`config.mk`:
```
export PLATFORM = sky130hd
export DESIGN_NAME = video_fx_sync_ctrl_flat
export DESIGN_NICKNAME = d
export VERILOG_FILES = /design/src/rtl/video_fx_sync_ctrl_if.sv /design/src/rtl/video_fx_sync_ctrl.sv /design/src/flat_wrapper.sv
export SDC_FILE = /design/constraint.sdc
export NUM_CORES = 1
export LEC_CHECK = 0
export CAP_MARGIN = 20
export CORE_UTILIZATION = 45
export DETAILED_ROUTE_END_ITERATION = 16
export GPL_TIMING_DRIVEN = 0
export PLACE_DENSITY_LB_ADDON = 0.15
export RECOVER_POWER = 50
export SLEW_MARGIN = 15
export SYNTH_ARGS = -nofsm -noshare
export SYNTH_HDL_FRONTEND = slang
export SYNTH_SLANG_ARGS = --single-unit
export TNS_END_PERCENT = 100
```
`constraint.sdc`:
```
create_clock -name clk -period 3.3 [get_ports clk]
set_clock_uncertainty 0.15 [all_clocks]
set_input_delay 0.66 -clock clk [delete_from_list [all_inputs] [get_ports clk]]
set_output_delay 0.66 -clock clk [all_outputs]
set_load 0.005 [all_outputs]
```
`src/rtl/video_fx_sync_ctrl_if.sv`:
```
// Slot bus for video_fx_sync_ctrl.
// The host (master) drives the chip select, the strobes, the address and the write data.
// The slot (slave) returns combinational read data.
//   cs      : slot select
//   write   : write strobe, qualified by cs
//   read    : read strobe; reads have no side effects
//   addr    : slot address; only addr[1:0] is decoded
//   wr_data : write data
//   rd_data : read data, valid whenever addr is stable
interface video_fx_sync_ctrl_if;
  logic        cs;
  logic        write;
  logic        read;
  logic [13:0] addr;
  logic [31:0] wr_data;
  logic [31:0] rd_data;

  modport master (output cs, write, read, addr, wr_data, input rd_data);
  modport slave  (input cs, write, read, addr, wr_data, output rd_data);
endinterface

```
`src/rtl/video_fx_sync_ctrl.sv`:
```
// Frame-synchronous configuration controller for the video effect cores.
// Host writes to the shadow bypass mask are held until a frame boundary.
// At the boundary they are committed to the live bypass mask in a single edge.
// A host command can also force an immediate commit.
// An optional auto-cycle mode XORs a toggle mask into the live mask every P frames.
//   clk        : system clock
//   reset      : asynchronous, active-high
//   x, y       : global frame-counter column / row
//   bus        : slot bus (cs/write/read/addr/wr_data in, rd_data out)
//   bypass     : live bypass mask, 1 = core bypassed
//   frame_tick : one-clk pulse on the first cycle of the commit pixel
//   pending    : shadow mask awaiting commit
module video_fx_sync_ctrl #(
  parameter int N_CORES   = 4,
  parameter int H_SYNC_PT = 0,
  parameter int V_SYNC_PT = 480
) (
  input  logic                   clk,
  input  logic                   reset,
  input  logic [10:0]            x,
  input  logic [10:0]            y,
  video_fx_sync_ctrl_if.slave    bus,
  output logic [N_CORES-1:0]     bypass,
  output logic                   frame_tick,
  output logic                   pending
);

  localparam logic [10:0] H_PT = 11'(H_SYNC_PT);
  localparam logic [10:0] V_PT = 11'(V_SYNC_PT);

  typedef enum logic {IDLE, ARMED} state_t;

  state_t               state, state_nxt;
  logic                 hit, hit_q;
  logic [N_CORES-1:0]   shadow, shadow_nxt;
  logic [N_CORES-1:0]   toggle_mask;
  logic                 auto_en;
  logic [7:0]           period;
  logic [7:0]           cnt;
  logic [7:0]           fcnt;
  logic                 wr_en, wr_mask, wr_mode, wr_cmd;
  logic                 commit, toggle_now;
  logic                 unused_bits;

  assign unused_bits = ^{bus.read, bus.addr[13:2], bus.wr_data};

  // x/y hold for several clocks per pixel; the edge detect yields one tick per frame.
  assign hit        = (x == H_PT) && (y == V_PT);
  assign frame_tick = hit & ~hit_q;

  assign wr_en   = bus.cs & bus.write;
  assign wr_mask = wr_en && (bus.addr[1:0] == 2'd0);
  assign wr_mode = wr_en && (bus.addr[1:0] == 2'd1);
  assign wr_cmd  = wr_en && (bus.addr[1:0] == 2'd2) && bus.wr_data[0];

  // A mask write landing on the tick commits straight through.
  // For that reason the committed value is always the post-write shadow.
  assign shadow_nxt = wr_mask ? bus.wr_data[N_CORES-1:0] : shadow;
  assign commit     = wr_cmd | (frame_tick & ((state == ARMED) | wr_mask));
  assign toggle_now = frame_tick & auto_en & (cnt == period);

  // FSM state register
  always_ff @(posedge clk or posedge reset) begin
    if (reset) state <= IDLE;
    else       state <= state_nxt;
  end

  // FSM next state
  always_comb begin
    state_nxt = state;
    case (state)
      IDLE:    if (wr_mask && !commit) state_nxt = ARMED;
      ARMED:   if (commit)             state_nxt = IDLE;
      default: state_nxt = IDLE;
    endcase
  end

  // FSM outputs
  always_comb begin
    pending = (state == ARMED);
  end

  // Configuration, live mask and frame counters
  always_ff @(posedge clk or posedge reset) begin
    if (reset) begin
      hit_q       <= 1'b1;
      shadow      <= '1;
      bypass      <= '1;
      auto_en     <= 1'b0;
      period      <= 8'd0;
      toggle_mask <= '0;
      cnt         <= 8'd0;
      fcnt        <= 8'd0;
    end else begin
      hit_q  <= hit;
      shadow <= shadow_nxt;

      // A commit beats the auto toggle on the same tick.
      if (commit)          bypass <= shadow_nxt;
      else if (toggle_now) bypass <= bypass ^ toggle_mask;

      if (commit || wr_mode)          cnt <= 8'd0;
      else if (frame_tick && auto_en) cnt <= (cnt == period) ? 8'd0 : cnt + 8'd1;

      if (commit)                           fcnt <= 8'd0;
      else if (frame_tick && fcnt != 8'hFF) fcnt <= fcnt + 8'd1;

      if (wr_mode) begin
        auto_en     <= bus.wr_data[0];
        period      <= bus.wr_data[8:1];
        toggle_mask <= bus.wr_data[16 +: N_CORES];
      end
    end
  end

  // Read mux
  always_comb begin
    bus.rd_data = '0;
    case (bus.addr[1:0])
      2'd0: bus.rd_data[N_CORES-1:0] = shadow;
      2'd1: begin
        bus.rd_data[0]             = auto_en;
        bus.rd_data[8:1]           = period;
        bus.rd_data[16 +: N_CORES] = toggle_mask;
      end
      2'd3: begin
        bus.rd_data[N_CORES-1:0] = bypass;
        bus.rd_data[8]           = pending;
        bus.rd_data[23:16]       = fcnt;
      end
      default: bus.rd_data = '0;
    endcase
  end

endmodule

```
`src/flat_wrapper.sv`:
```
// flat-port wrapper written by rule: the top's interface ports become plain ports
module video_fx_sync_ctrl_flat 
#(
  parameter int N_CORES   = 4,
  parameter int H_SYNC_PT = 0,
  parameter int V_SYNC_PT = 480
)
  (clk, reset, x, y, bypass, frame_tick, pending, bus_cs, bus_write, bus_read, bus_addr, bus_wr_data, bus_rd_data);
  video_fx_sync_ctrl_if bus_i ();
  input  logic clk;
  input  logic reset;
  input  logic [10:0] x;
  input  logic [10:0] y;
  output logic [N_CORES-1:0] bypass;
  output logic frame_tick;
  output logic pending;
  input wire logic [$bits(bus_i.cs)-1:0] bus_cs;
  input wire logic [$bits(bus_i.write)-1:0] bus_write;
  input wire logic [$bits(bus_i.read)-1:0] bus_read;
  input wire logic [$bits(bus_i.addr)-1:0] bus_addr;
  input wire logic [$bits(bus_i.wr_data)-1:0] bus_wr_data;
  output wire logic [$bits(bus_i.rd_data)-1:0] bus_rd_data;
  assign bus_i.cs = bus_cs;
  assign bus_i.write = bus_write;
  assign bus_i.read = bus_read;
  assign bus_i.addr = bus_addr;
  assign bus_i.wr_data = bus_wr_data;
  assign bus_rd_data = bus_i.rd_data;
  video_fx_sync_ctrl #(.N_CORES(N_CORES), .H_SYNC_PT(H_SYNC_PT), .V_SYNC_PT(V_SYNC_PT)) u_core (.clk(clk), .reset(reset), .x(x), .y(y), .bus(bus_i), .bypass(bypass), .frame_tick(frame_tick), .pending(pending));
endmodule
```
### After elaboration in Yosys (flattened, before gate mapping)

Index checks and enable logic that the tools add are counted.

| storage, ports and cells | value |
|---|---|
| register bits after elaboration | 39 |
| input port bits | 73 |
| output and inout bits | 38 |
| word-level logic and storage cells | 58 |

| operators by class | value |
|---|---|
| add/sub/neg operators | 2 |
| equality and inequality tests | 6 |
| muxes and demuxes | 16 |
| bitwise operators | 10 |
| reductions and logical operators | 15 |

Operators by type and width:

| kind | count |
|---|---|
| $mux 8 | 5 |
| $mux 4 | 5 |
| $add 8x1->8 const B | 2 |
| $pmux 4 s3 | 1 |
| $eq 11x9->1 const B | 1 |
| $logic_not 11->1 | 1 |
| $eq 8x8->1 | 1 |
| $logic_and 1x1->1 | 8 |
| $ne 8x8->1 const B | 1 |
| $pmux 4 s2 | 1 |
| $reduce_bool 2->1 | 3 |
| $and 1x1->1 | 5 |
| $eq 2x2->1 const B | 2 |
| $pmux 1 s2 | 2 |
| $xor 4x4->4 | 1 |
| $eq 2x1->1 const B | 1 |
| $logic_not 2->1 | 1 |
| $mux 1 | 2 |
| $not 1->1 | 2 |
| $or 1x1->1 | 2 |
| $logic_not 1->1 | 1 |
| $logic_or 1x1->1 | 1 |

### Logic depth before layout (Yosys ltp)

Gate-level depths: netlist (run 1).

| logic depth | value |
|---|---|
| depth after elaboration | 9 |
| mapped depth | 8 |
| gate-level depth less buffers | 5 |

### Least setup slack after synthesis (run 1)

Ideal clock, no wire load.

| path | value |
|---|---|
| path kind | input -> register |
| start point | input x[5] |
| end point | register u_core.cnt[5] |
| setup time | 0.081 ns |
| data arrival time | 2.337 ns |
| data required time | 3.069 ns |
| slack | 0.732 ns |
| stages on the path | 6 |
| path buffers | 1 |
| path through | nor4_4 > nand4_4 > or4_4 > buf_6 > or4_1 > a21oi_1 |

| between the ends | value |
|---|---|
| cells in the longest elaborated chain, start to end | 7 |

RTL lines:

| item | line | RTL |
|---|---|---|
| start, declared | flat_wrapper.sv:12 | `input logic [10:0] x;` |
| $logic_not 11->1 * | video_fx_sync_ctrl.sv:48 | `assign hit = (x == H_PT) && (y == V_PT);` |
| $logic_and 1x1->1 * | video_fx_sync_ctrl.sv:48 |  |
| $and 1x1->1 * | video_fx_sync_ctrl.sv:49 | `assign frame_tick = hit & ~hit_q;` |
| $and 1x1->1 | video_fx_sync_ctrl.sv:59 | `assign commit = wr_cmd \| (frame_tick & ((state == ARMED) \| wr_mask));` |
| $or 1x1->1 | video_fx_sync_ctrl.sv:59 |  |
| $logic_or 1x1->1 | video_fx_sync_ctrl.sv:102 | `if (commit \|\| wr_mode) cnt <= 8'd0;` |
| $mux 8 / $reduce_bool 2->1 (equally long branches) | - |  |
| end signal, assigned | video_fx_sync_ctrl.sv:103 | `else if (frame_tick && auto_en) cnt <= (cnt == period) ? 8'd0 : cnt + 8'd1;` |
| end, declared | video_fx_sync_ctrl.sv:39 | `logic [7:0] cnt;` |

Mark *: on every way between the ends. The rest lies on a longest branch, timed or not.
A chain may end at the register's enable or synchronous reset.

### Worst setup path after layout (run 1)

| path | value |
|---|---|
| start point | input y[4] |
| end point | output frame_tick |

| between the ends | value |
|---|---|
| cells in the longest elaborated chain, start to end | 3 |

RTL lines:

| item | line | RTL |
|---|---|---|
| start, declared | flat_wrapper.sv:13 | `input logic [10:0] y;` |
| $eq 11x9->1 | video_fx_sync_ctrl.sv:48 |  |
| $logic_and 1x1->1 | video_fx_sync_ctrl.sv:48 |  |
| $and 1x1->1 | video_fx_sync_ctrl.sv:49 |  |
| end, declared | flat_wrapper.sv:15 | `output logic frame_tick;` |

No other way between the ends.

==> results.toml, run 1 <==
[timing]
setup_violations = 0
clock.fmax_ghz = 0.309
final-hold-violation-count = 0
setup_ws_ns = 0.0672
fin_setup_tns_ns = 0
tightest_slew_ns = 1.42
rsz0062_at_grt = "true"
finalCriticalPeriod_ns = 3.23
timing.final.crit_share_pct = 98.0
drv_slew = 0
slew_headroom_pct = 5.38

[worst_setup_path]
cp_top_family = "buffers and inverters"
setup.worst_path.class = "input pin to output port"
critPathBufInv = 2
max_stage_delay_ns = 0.53
slowest_stage = "clkdlybuf4s50_1"
cp_common_cell = "clkdlybuf4s50_1"
critPathMaxFanout = 8
cp_cell_sequence = "clkdlybuf4s50_1 -> nor4_4 -> nand4_4 -> nor3_2 -> clkdlybuf4s50_1"
required_ns = 2.49
cp.arrival_ns = 2.42
crit_path_end_kind = "output port"
startpoint_type = "input pin"

[power_and_ir_drop]
seq_power_share_pct = 49.4
switching_share_pct = 27.3
clockPowerShare_pct = 24.5
power.density_nw_per_um2 = 378
vdd_drop_max_mv = 0.281
p_int_uw = 915
comb_power_share_pct = 26.1
netSwitchingPower_uw = 344
p_leak_uw = 0.00141

[clock_network]
path_clk_slew_ns = 0.08
cts_tree = "done"
cts-root-buf = "clkbuf_8"
cts_buffers = 5
cts_hold_buf = 0
cts.path.max_buffers = 2
cts_htree_levels = 2
clock_latency_ns = 0.28
cts_sinks = 39

[synth]
synthTopCellsByArea = "dfrtp_1 31%, dfstp_2 9.6%, mux2_2 8.7%"
synthTopCellsByCount = "30 x dfrtp_1, 19 x mux2_2, 15 x buf_4, 14 x nand2_1, 14 x nor2_1"
yosys.area.top_type_share_pct = 30.6
syn_area_um2 = 2460
synth_seq_area_share_pct = 40.2
ys_async_sr_fraction_pct = 100
synth.avg_cell_area_um2 = 10.3
synthDistinctLibCells = 52
syn_inst = 239
synth-seq-cells = 39
yosysWarningCount = 0
ys.flop_type = "dfrtp_1"
synth_edf_count = 0
synth_area_leader_cell = "dfrtp_1"
synth.most_common_cell = "dfrtp_1"

[cells_and_area]
diodes = 0
drive_gt1_share_pct = 20.9
utilization_pct = 64.4
area_delta_synth_final_pct = 35.7
nets = 400
stdcell_area_um2 = 3330
multi_input_area_um2 = 1360
ff_latch_area_um2 = 987
n_fill_cell = 440

[floorplan]
dieHeight_um = 75.9
pin_count = 111
die_w_um = 75.9
rows = 26
core_area_um2 = 5170
start_util_pct = 47.5
fp.dieArea_um2 = 5760

[placed_design]
dp_hpwl_um = 4450
post_dp_cell_area_um2 = 3240
place.gp.congestion = 0.864
dp_slack_ns = -0.0656
io_buffers = 62

[detailed_routing]
postRouteAntennaNets = 0
vias = 2095
post_drt_wl_per_cell_um = 15.1
post-route-drc-count = 0
viasPerCell = 5.29
totalWireLength_um = 5990
dr.first_iter.drc_count = 100
drt_first_pass_iters = 4

[global_routing]
grt_pass1_vias = 2010
grt_pass1_wl_um = 9440
antenna_found_initial = 0
track_usage_pct = 22.2
grt_max_degree = 27
grt_overflow = 0

[worst_hold_path]
min_path_type = "flip-flop to flip-flop"

[run_status]
status = "finished, final reports clean"

[job]
max_cap_viol_count = 0
## cell type report
type	instances	share of cell area [%]
Clock buffer	7	2.29
Tap cell	70	2.63
Inverter	7	0.788
Clock inverter	1	0.150
Sequential cell	39	29.6
Buffer	23	4.62
Multi-Input combinational cell	184	40.7
Timing Repair Buffer	65	19.2
## worst reg2reg max path, delay by kind of cell, from the launching register on
| family | cells | cell delay [ns] |
|---|---|---|
| AND/OR/NAND/NOR | 3 | 1.16 |
| flip-flops | 1 | 0.44 |
| AO/OA/AOI/OAI | 1 | 0.26 |
| XOR/XNOR | 1 | 0.18 |
## power groups by stage
stage	Combinational, uW	Sequential [uW]	Clock, uW
after floorplan	177	611	0
after global routing	362	629	334
after detailed placement	328	630	0
after CTS	331	622	315
final	328	623	308
after global placement	317	628	0
## registers in the layout (all words and copies together) (netlist names)
register            count
u_core.hit_q            1
u_core.period           8
u_core.shadow           4
u_core.cnt              8
u_core.fcnt             8
u_core.auto_en          1
u_core.pending          1
u_core.toggle_mask      4
u_core.bypass           4
## logic make-up (layout without fill, tap and decap cells)
family,after synthesis,in the layout,share of synthesized area [%]
simple gates,92,92,24.2
flops,39,39,40.2
compound gates,35,35,10.6
buf+inv,30,103,7.23
mux,25,25,11.2
xor+xnor,15,15,5.35
fa+ha+maj,2,2,1.02
other cells,1,15,0.153
## placed cells by master, fill, tap and decap left out, types with 6 or more instances in the layout
cell type         n
nand2_1          13
mux2i_1           6
dfstp_2           9
inv_1             7
dfrtp_1          30
mux2_2           19
conb_1           15
and3_1            6
nor2b_1           7
buf_4            17
nand3_1           8
nor2_1           14
xor2_1            9
a21oi_1           7
clkbuf_1          6
clkdlybuf4s50_1  61
xnor2_1           6
## metal layers
metal | vias to the layer above | global-route usage [%] | part of all wire [%]
li1 | 1024 | - | -
met3 | 8 | 4.23 | 4.5
met1 | 1007 | 28.5 | 46
met4 | 0 | 5.56 | 1.6
met5 | - | 0 | 0
met2 | 56 | 38.2 | 48
## path summary, 6_finish.rpt
check                      slack (ns)        startpoint  depth (start not counted)                to
max reg2reg                      1.05     u_core.cnt[5]                          5  u_core.bypass[2]
min                              0.41  u_core.period[3]                          1  u_core.period[3]
max in group asynchronous        0.63             reset                          3    u_core.fcnt[3]
max                              0.07              y[4]                          5        frame_tick
min in group asynchronous        0.69             reset                          2  u_core.period[0]
min reg2reg                      0.41  u_core.period[3]                          1  u_core.period[3]
## stage by stage
| step | hold WS, ns | total power (uW) | std cells |
|---|---|---|---|
| 6_report | 0.410 | 1260 | 396 |
| 5_1_grt | 0.435 | 1330 | 396 |
| 4_1_cts | 0.410 | 1270 | 394 |
| 3_5_place_dp | 0.392 | 958 | 386 |
| 3_3_place_gp | 0.384 | 945 | 385 |
| 2_1_floorplan | 0.364 | 788 | 253 |
## timing repair
| action | 4_1_cts | 5_1_grt |
|---|---|---|
| endpoints found under the setup margin | 1 | 9 |
| pin swaps | 0 | 2 |
| setup buffers | 0 | 2 |
| resized for setup | 1 | 6 |
Note: power is estimated with default switching activity, not from simulation.
==> run 2: changes to the inputs <==
- ABC_AREA: default -> 1
- CORE_UTILIZATION: 45 -> 46
==> run 2 against run 1 <==
Critical path depth grew 1. Final cell count grew 29%. The run now ends with max-capacitance violations, max-slew violations left. Hold slack lost 0.043 ns. Register-to-register slack gained 0.39 ns. Core utilization grew 0.73 points. Critical path type unchanged. Cell area grew 3.0%. Critical endpoint is now bus_rd_data[0]. Area after synthesis grew 5.2%. Non-clock buffer count shrank 6. Sequential share of layout area shrank 0.87 points.
==> results.toml, run 2 <==
[synth]
synth-seq-cells = 39
syn_area_um2 = 2580
syn_inst = 355
synth.most_common_cell = "nand2_1"
ys.flop_type = "dfrtp_1"
synth_seq_area_share_pct = 38.2
ys_async_sr_fraction_pct = 100
synthTopCellsByCount = "91 x nand2_1, 55 x nor2_1, 41 x inv_1, 30 x dfrtp_1, 24 x nand3_1"
synth.avg_cell_area_um2 = 7.28
synth_edf_count = 0
yosysWarningCount = 0
synth_area_leader_cell = "dfrtp_1"
synthTopCellsByArea = "dfrtp_1 29%, nand2_1 13%, dfstp_2 9.2%"
synthDistinctLibCells = 32
yosys.area.top_type_share_pct = 29.1

[clock_network]
cts_htree_levels = 2
cts.path.max_buffers = 2
cts_sinks = 39
cts-root-buf = "clkbuf_8"
cts_tree = "done"
cts_hold_buf = 0
path_clk_slew_ns = 0.07
clock_latency_ns = 0.29
cts_buffers = 5

[worst_setup_path]
r2r-end = "u_core.fcnt[0]"
reg2reg_slack_ns = 1.44
ff2ff_path_depth = 8
setup.worst_path.class = "input pin to output port"
critPathMaxFanout = 8
required_ns = 2.49
startpoint_type = "input pin"
r2r-start = "u_core.fcnt[1]"
cp.arrival_ns = 2.25
crit_path_end_kind = "output port"

[power_and_ir_drop]
vdd_drop_max_mv = 0.292
netSwitchingPower_uw = 384
seq_power_share_pct = 48.2
p_int_uw = 916
comb_power_share_pct = 27.8
power.density_nw_per_um2 = 379
clockPowerShare_pct = 24.0
switching_share_pct = 29.6
p_leak_uw = 0.00169

[worst_hold_path]
min_path_type = "flip-flop to flip-flop"
hold_depth = 2
worstHoldEndpoint = "u_core.bypass[0]"
min_from = "u_core.bypass[0]"

[timing]
setup_violations = 0
timing.final.crit_share_pct = 92.6
slew_headroom_pct = -14.4
whs_ns = 0.367
finalCriticalPeriod_ns = 3.06
tightest_slew_ns = 1.72
final-hold-violation-count = 0
rsz0062_at_grt = "false"
setup_ws_ns = 0.243
clock.fmax_ghz = 0.327
drv_slew = 33

[detailed_routing]
dr.first_iter.drc_count = 58
drt_first_pass_iters = 4
viasPerCell = 4.83
wl_met3_um = 367
post-route-drc-count = 0
met1_length_um = 2860
totalWireLength_um = 6230
vias = 2469
post_drt_wl_per_cell_um = 12.2
postRouteAntennaNets = 0
topRoutingLayerUsed = "met4"
dr_wl_met2_um = 2910

[global_routing]
track_usage_pct = 22.2
antenna_found_initial = 0
grt_pass1_vias = 2287
grt_max_degree = 33
grt_pass1_wl_um = 10400
grt_overflow = 0

[floorplan]
core_area_um2 = 5270
pin_count = 111
start_util_pct = 49.0
rows = 26
die_w_um = 76.9
dieHeight_um = 76.9
fp.dieArea_um2 = 5920

[cells_and_area]
stdcell_area_um2 = 3430
final_common_cell = "nand2_1"
nets = 515
layout_common_cells = "91 x nand2_1, 58 x clkdlybuf4s50_1, 55 x nor2_1, 39 x inv_1, 30 x dfrtp_1"
finalNonFillerCells = 511
drive_gt1_share_pct = 12.0
utilization_pct = 65.2
diodes = 0
n_fill_cell = 484
reg_top3 = "u_core.cnt: 8 flops, u_core.fcnt: 8 flops, u_core.period: 8 flops"
multi_input_area_um2 = 1350
ff_latch_area_um2 = 987
area_delta_synth_final_pct = 32.9

[placed_design]
dp_slack_ns = -0.111
io_buffers = 63
dpl.cell_count = 503
post_dp_cell_area_um2 = 3370
dp_hpwl_um = 4840
place.gp.congestion = 0.862

[job]
max_cap_viol_count = 1

[run_status]
status = "finished, violations left"
violations = "max-capacitance violations, max-slew violations"
==> run 2: cell types whose count changed in the layout (fill, tap and decap cells not counted), moves of 7 or more <==
cell / before / now
nand2_1: 13 / 91
nor2_1: 14 / 55
inv_1: 7 / 39
mux2_2: 19 / 2
nand3_1: 8 / 25
a21oi_1: 7 / 18
nor2b_1: 7 / 0
o21ai_0: 4 / 11
==> run 2: stage by stage <==
stage / total power [uW] / TNS, ns
global placement: 986 / -0.238
CTS: 1320 / 0
floorplan: 816 / 0
detailed placement: 998 / -0.237
finish: 1300 / 0
global route: 1380 / 0
==> run 2: layout make-up <==
cell class / count / share of cell area (%)
plain buffers: 18 / 3.83
clock buffers: 7 / 2.22
clock inverters: 1 / 0.146
inverters: 43 / 4.77
multi-input cells: 269 / 39.2
flip-flops and latches: 39 / 28.7
well taps: 70 / 2.55
repair buffers: 64 / 18.5
==> run 2: worst max-delay path, stage by stage <==
cell and delay [ns]:
dlygate4sd2_1 0.33, inv_1 0.13, nor2_4 0.18, inv_2 0.12, o211ai_1 0.28, clkdlybuf4s50_1 0.55
==> run 2: cell families (layout without fill, tap and decap cells) <==
group	count (synthesis)	in the layout	synth area share, %
adders and majority gates	2	2	0.968
buffers and inverters	61	133	11.5
muxes	2	2	0.872
AOI/OAI and AO/OA	33	33	6.49
other	1	15	0.145
xor gates and xnor gates	19	19	6.44
and+or+nand+nor	198	198	35.4
DFF	39	39	38.2
==> run 2: what timing repair did <==
action,CTS,global route
buffers inserted,0,0
setup endpoints to repair,4,1
pin swaps,1,0
gates resized for setup,5,1
==> run 2: metal layers <==
layer,vias to the layer above,track usage (%)
li1,1255,-
met1,1123,28.9
met3,9,4.88
met4,0,7.31
met5,-,0
met2,82,36.3
==> run 2: worst max-delay path by stage <==
stage / from / end / slack [ns] / depth (start not counted)
floorplan: bus_addr[0] / bus_rd_data[16] / 1.29 / 4
global placement: bus_addr[0] / bus_rd_data[0] / -0.09 / 6
detailed placement: bus_addr[0] / bus_rd_data[0] / -0.11 / 6
CTS: bus_addr[1] / bus_rd_data[0] / 0.04 / 6
global route: x[3] / frame_tick / 0.08 / 7
finish: bus_addr[0] / bus_rd_data[0] / 0.24 / 6
==> run 2: power groups by stage <==
stage	logic [uW]	clock network (uW)	registers, uW
finish	362	312	626
global route	404	337	634
CTS	370	321	624
detailed placement	365	0	633
global placement	356	0	631
floorplan	197	0	619
==> run 3: changes to the inputs <==
- SKIP_CTS_REPAIR_TIMING: default -> 1
- clock period: 3.3 -> 3.7 ns (I/O delays scaled with it)
==> run 3 against run 2 <==
The flow still finishes with violations (max-capacitance violations, max-slew violations). Global-route usage shrank 0.051 points. Wire length shrank 0.55%. Final cell count is the same. Die area is the same. First-iteration DRC count shrank 1.7%. Largest power group unchanged. Highest routed layer unchanged.
==> results.toml, run 3 (synthesized netlist as in run 2, its figures left out) <==
[power_and_ir_drop]
power.density_nw_per_um2 = 337
p_leak_uw = 0.00168
vdd_drop_max_mv = 0.252
switching_share_pct = 29.6
clockPowerShare_pct = 24.1
p_int_uw = 813
seq_power_share_pct = 48.0
comb_power_share_pct = 27.9
netSwitchingPower_uw = 342

[timing]
tightest_slew_ns = 1.71
timing.final.crit_share_pct = 95.9
drv_slew = 33
clock.fmax_ghz = 0.282
slew_headroom_pct = -14.0
setup_violations = 0
final-hold-violation-count = 0
finalCriticalPeriod_ns = 3.55
fin_setup_tns_ns = 0
rsz0062_at_grt = "false"

[floorplan]
pin_count = 111
die_w_um = 76.9
core_area_um2 = 5270
start_util_pct = 49.0
dieHeight_um = 76.9
rows = 26
fp.dieArea_um2 = 5920

[detailed_routing]
post_drt_wl_per_cell_um = 12.1
drt_first_pass_iters = 4
dr.first_iter.drc_count = 57
totalWireLength_um = 6190
vias = 2470
viasPerCell = 4.83
postRouteAntennaNets = 0
post-route-drc-count = 0

[worst_hold_path]
hold_depth = 2
min_path_type = "flip-flop to flip-flop"
min_from = "u_core.bypass[0]"
worstHoldEndpoint = "u_core.bypass[0]"

[worst_setup_path]
startpoint_type = "input pin"
cp.arrival_ns = 2.66
ff2ff_path_depth = 8
reg2reg_slack_ns = 1.85
crit_path_end_kind = "output port"
critPathMaxFanout = 7
required_ns = 2.81
setup.worst_path.class = "input pin to output port"
r2r-start = "u_core.fcnt[1]"
r2r-end = "u_core.fcnt[0]"

[cells_and_area]
diodes = 0
layout_common_cells = "92 x nand2_1, 60 x clkdlybuf4s50_1, 56 x nor2_1, 41 x inv_1, 30 x dfrtp_1"
final_common_cell = "nand2_1"
n_fill_cell = 485
ff_latch_area_um2 = 987
drive_gt1_share_pct = 10.7
area_delta_synth_final_pct = 32.5
reg_top3 = "u_core.cnt: 8 flops, u_core.fcnt: 8 flops, u_core.period: 8 flops"
utilization_pct = 65.0
finalNonFillerCells = 511
multi_input_area_um2 = 1340
nets = 515

[clock_network]
cts_htree_levels = 2
cts.path.max_buffers = 2
path_clk_slew_ns = 0.07
cts-root-buf = "clkbuf_8"
clock_latency_ns = 0.29
cts_tree = "done"
cts_sinks = 39
cts_buffers = 5

[global_routing]
grt_overflow = 0
grt_max_degree = 33
grt_pass1_wl_um = 10400
antenna_found_initial = 0
grt_pass1_vias = 2280
track_usage_pct = 22.1

[job]
max_cap_viol_count = 1

[placed_design]
place.gp.congestion = 0.862
dpl.cell_count = 503
io_buffers = 63
dp_hpwl_um = 4840

[run_status]
status = "finished, violations left"
violations = "max-capacitance violations, max-slew violations"
## run 3: per-layer routing
| layer | vias up | wire length (um) | track usage [%] |
|---|---|---|---|
| met5 | - | 0 | 0 |
| met2 | 76 | 2870 | 36.3 |
| met1 | 1135 | 2840 | 28.7 |
| li1 | 1248 | - | - |
| met4 | 0 | 109 | 7.31 |
| met3 | 11 | 365 | 4.88 |
## run 3: stage by stage
stage,hold slack [ns],setup slack (ns),power (uW),instance area (um^2)
after floorplan,0.331,1.53,728,2640
after CTS,0.366,0.0963,1170,3460
after global placement,0.353,0.147,880,3350
final,0.368,0.153,1150,3420
after global routing,0.382,0.0855,1220,3420
after detailed placement,0.352,0.129,890,3370
## run 3: power by group through the flow
stage	clock network [uW]	registers [uW]	logic, uW
6_report	278	554	322
3_5_place_dp	0	564	326
2_1_floorplan	0	552	176
3_3_place_gp	0	562	317
5_1_grt	301	562	359
4_1_cts	286	557	329
## run 3: worst max-delay path by stage
stage	start	to	slack (ns)	depth (start not counted)
final	bus_addr[1]	bus_rd_data[0]	0.15	6
after global routing	bus_addr[1]	bus_rd_data[0]	0.09	6
after CTS	bus_addr[0]	bus_rd_data[0]	0.1	6
after detailed placement	bus_addr[0]	bus_rd_data[0]	0.13	6
after global placement	bus_addr[0]	bus_rd_data[0]	0.15	6
after floorplan	bus_addr[0]	bus_rd_data[16]	1.53	4
## run 3: area by class of cell
type / count / area share, %
Inverter: 43 / 4.79
Clock inverter: 1 / 0.146
Multi-Input combinational cell: 269 / 39.1
Clock buffer: 7 / 2.23
Buffer: 18 / 3.87
Timing Repair Buffer: 64 / 18.5
Sequential cell: 39 / 28.8
Tap cell: 70 / 2.56
## run 3: critical path: stages
cell and delay [ns]:
clkdlybuf4s50_1 0.60, nand2_1 0.24, inv_1 0.27, nand2_1 0.10
o211ai_1 0.14, clkdlybuf4s50_1 0.55
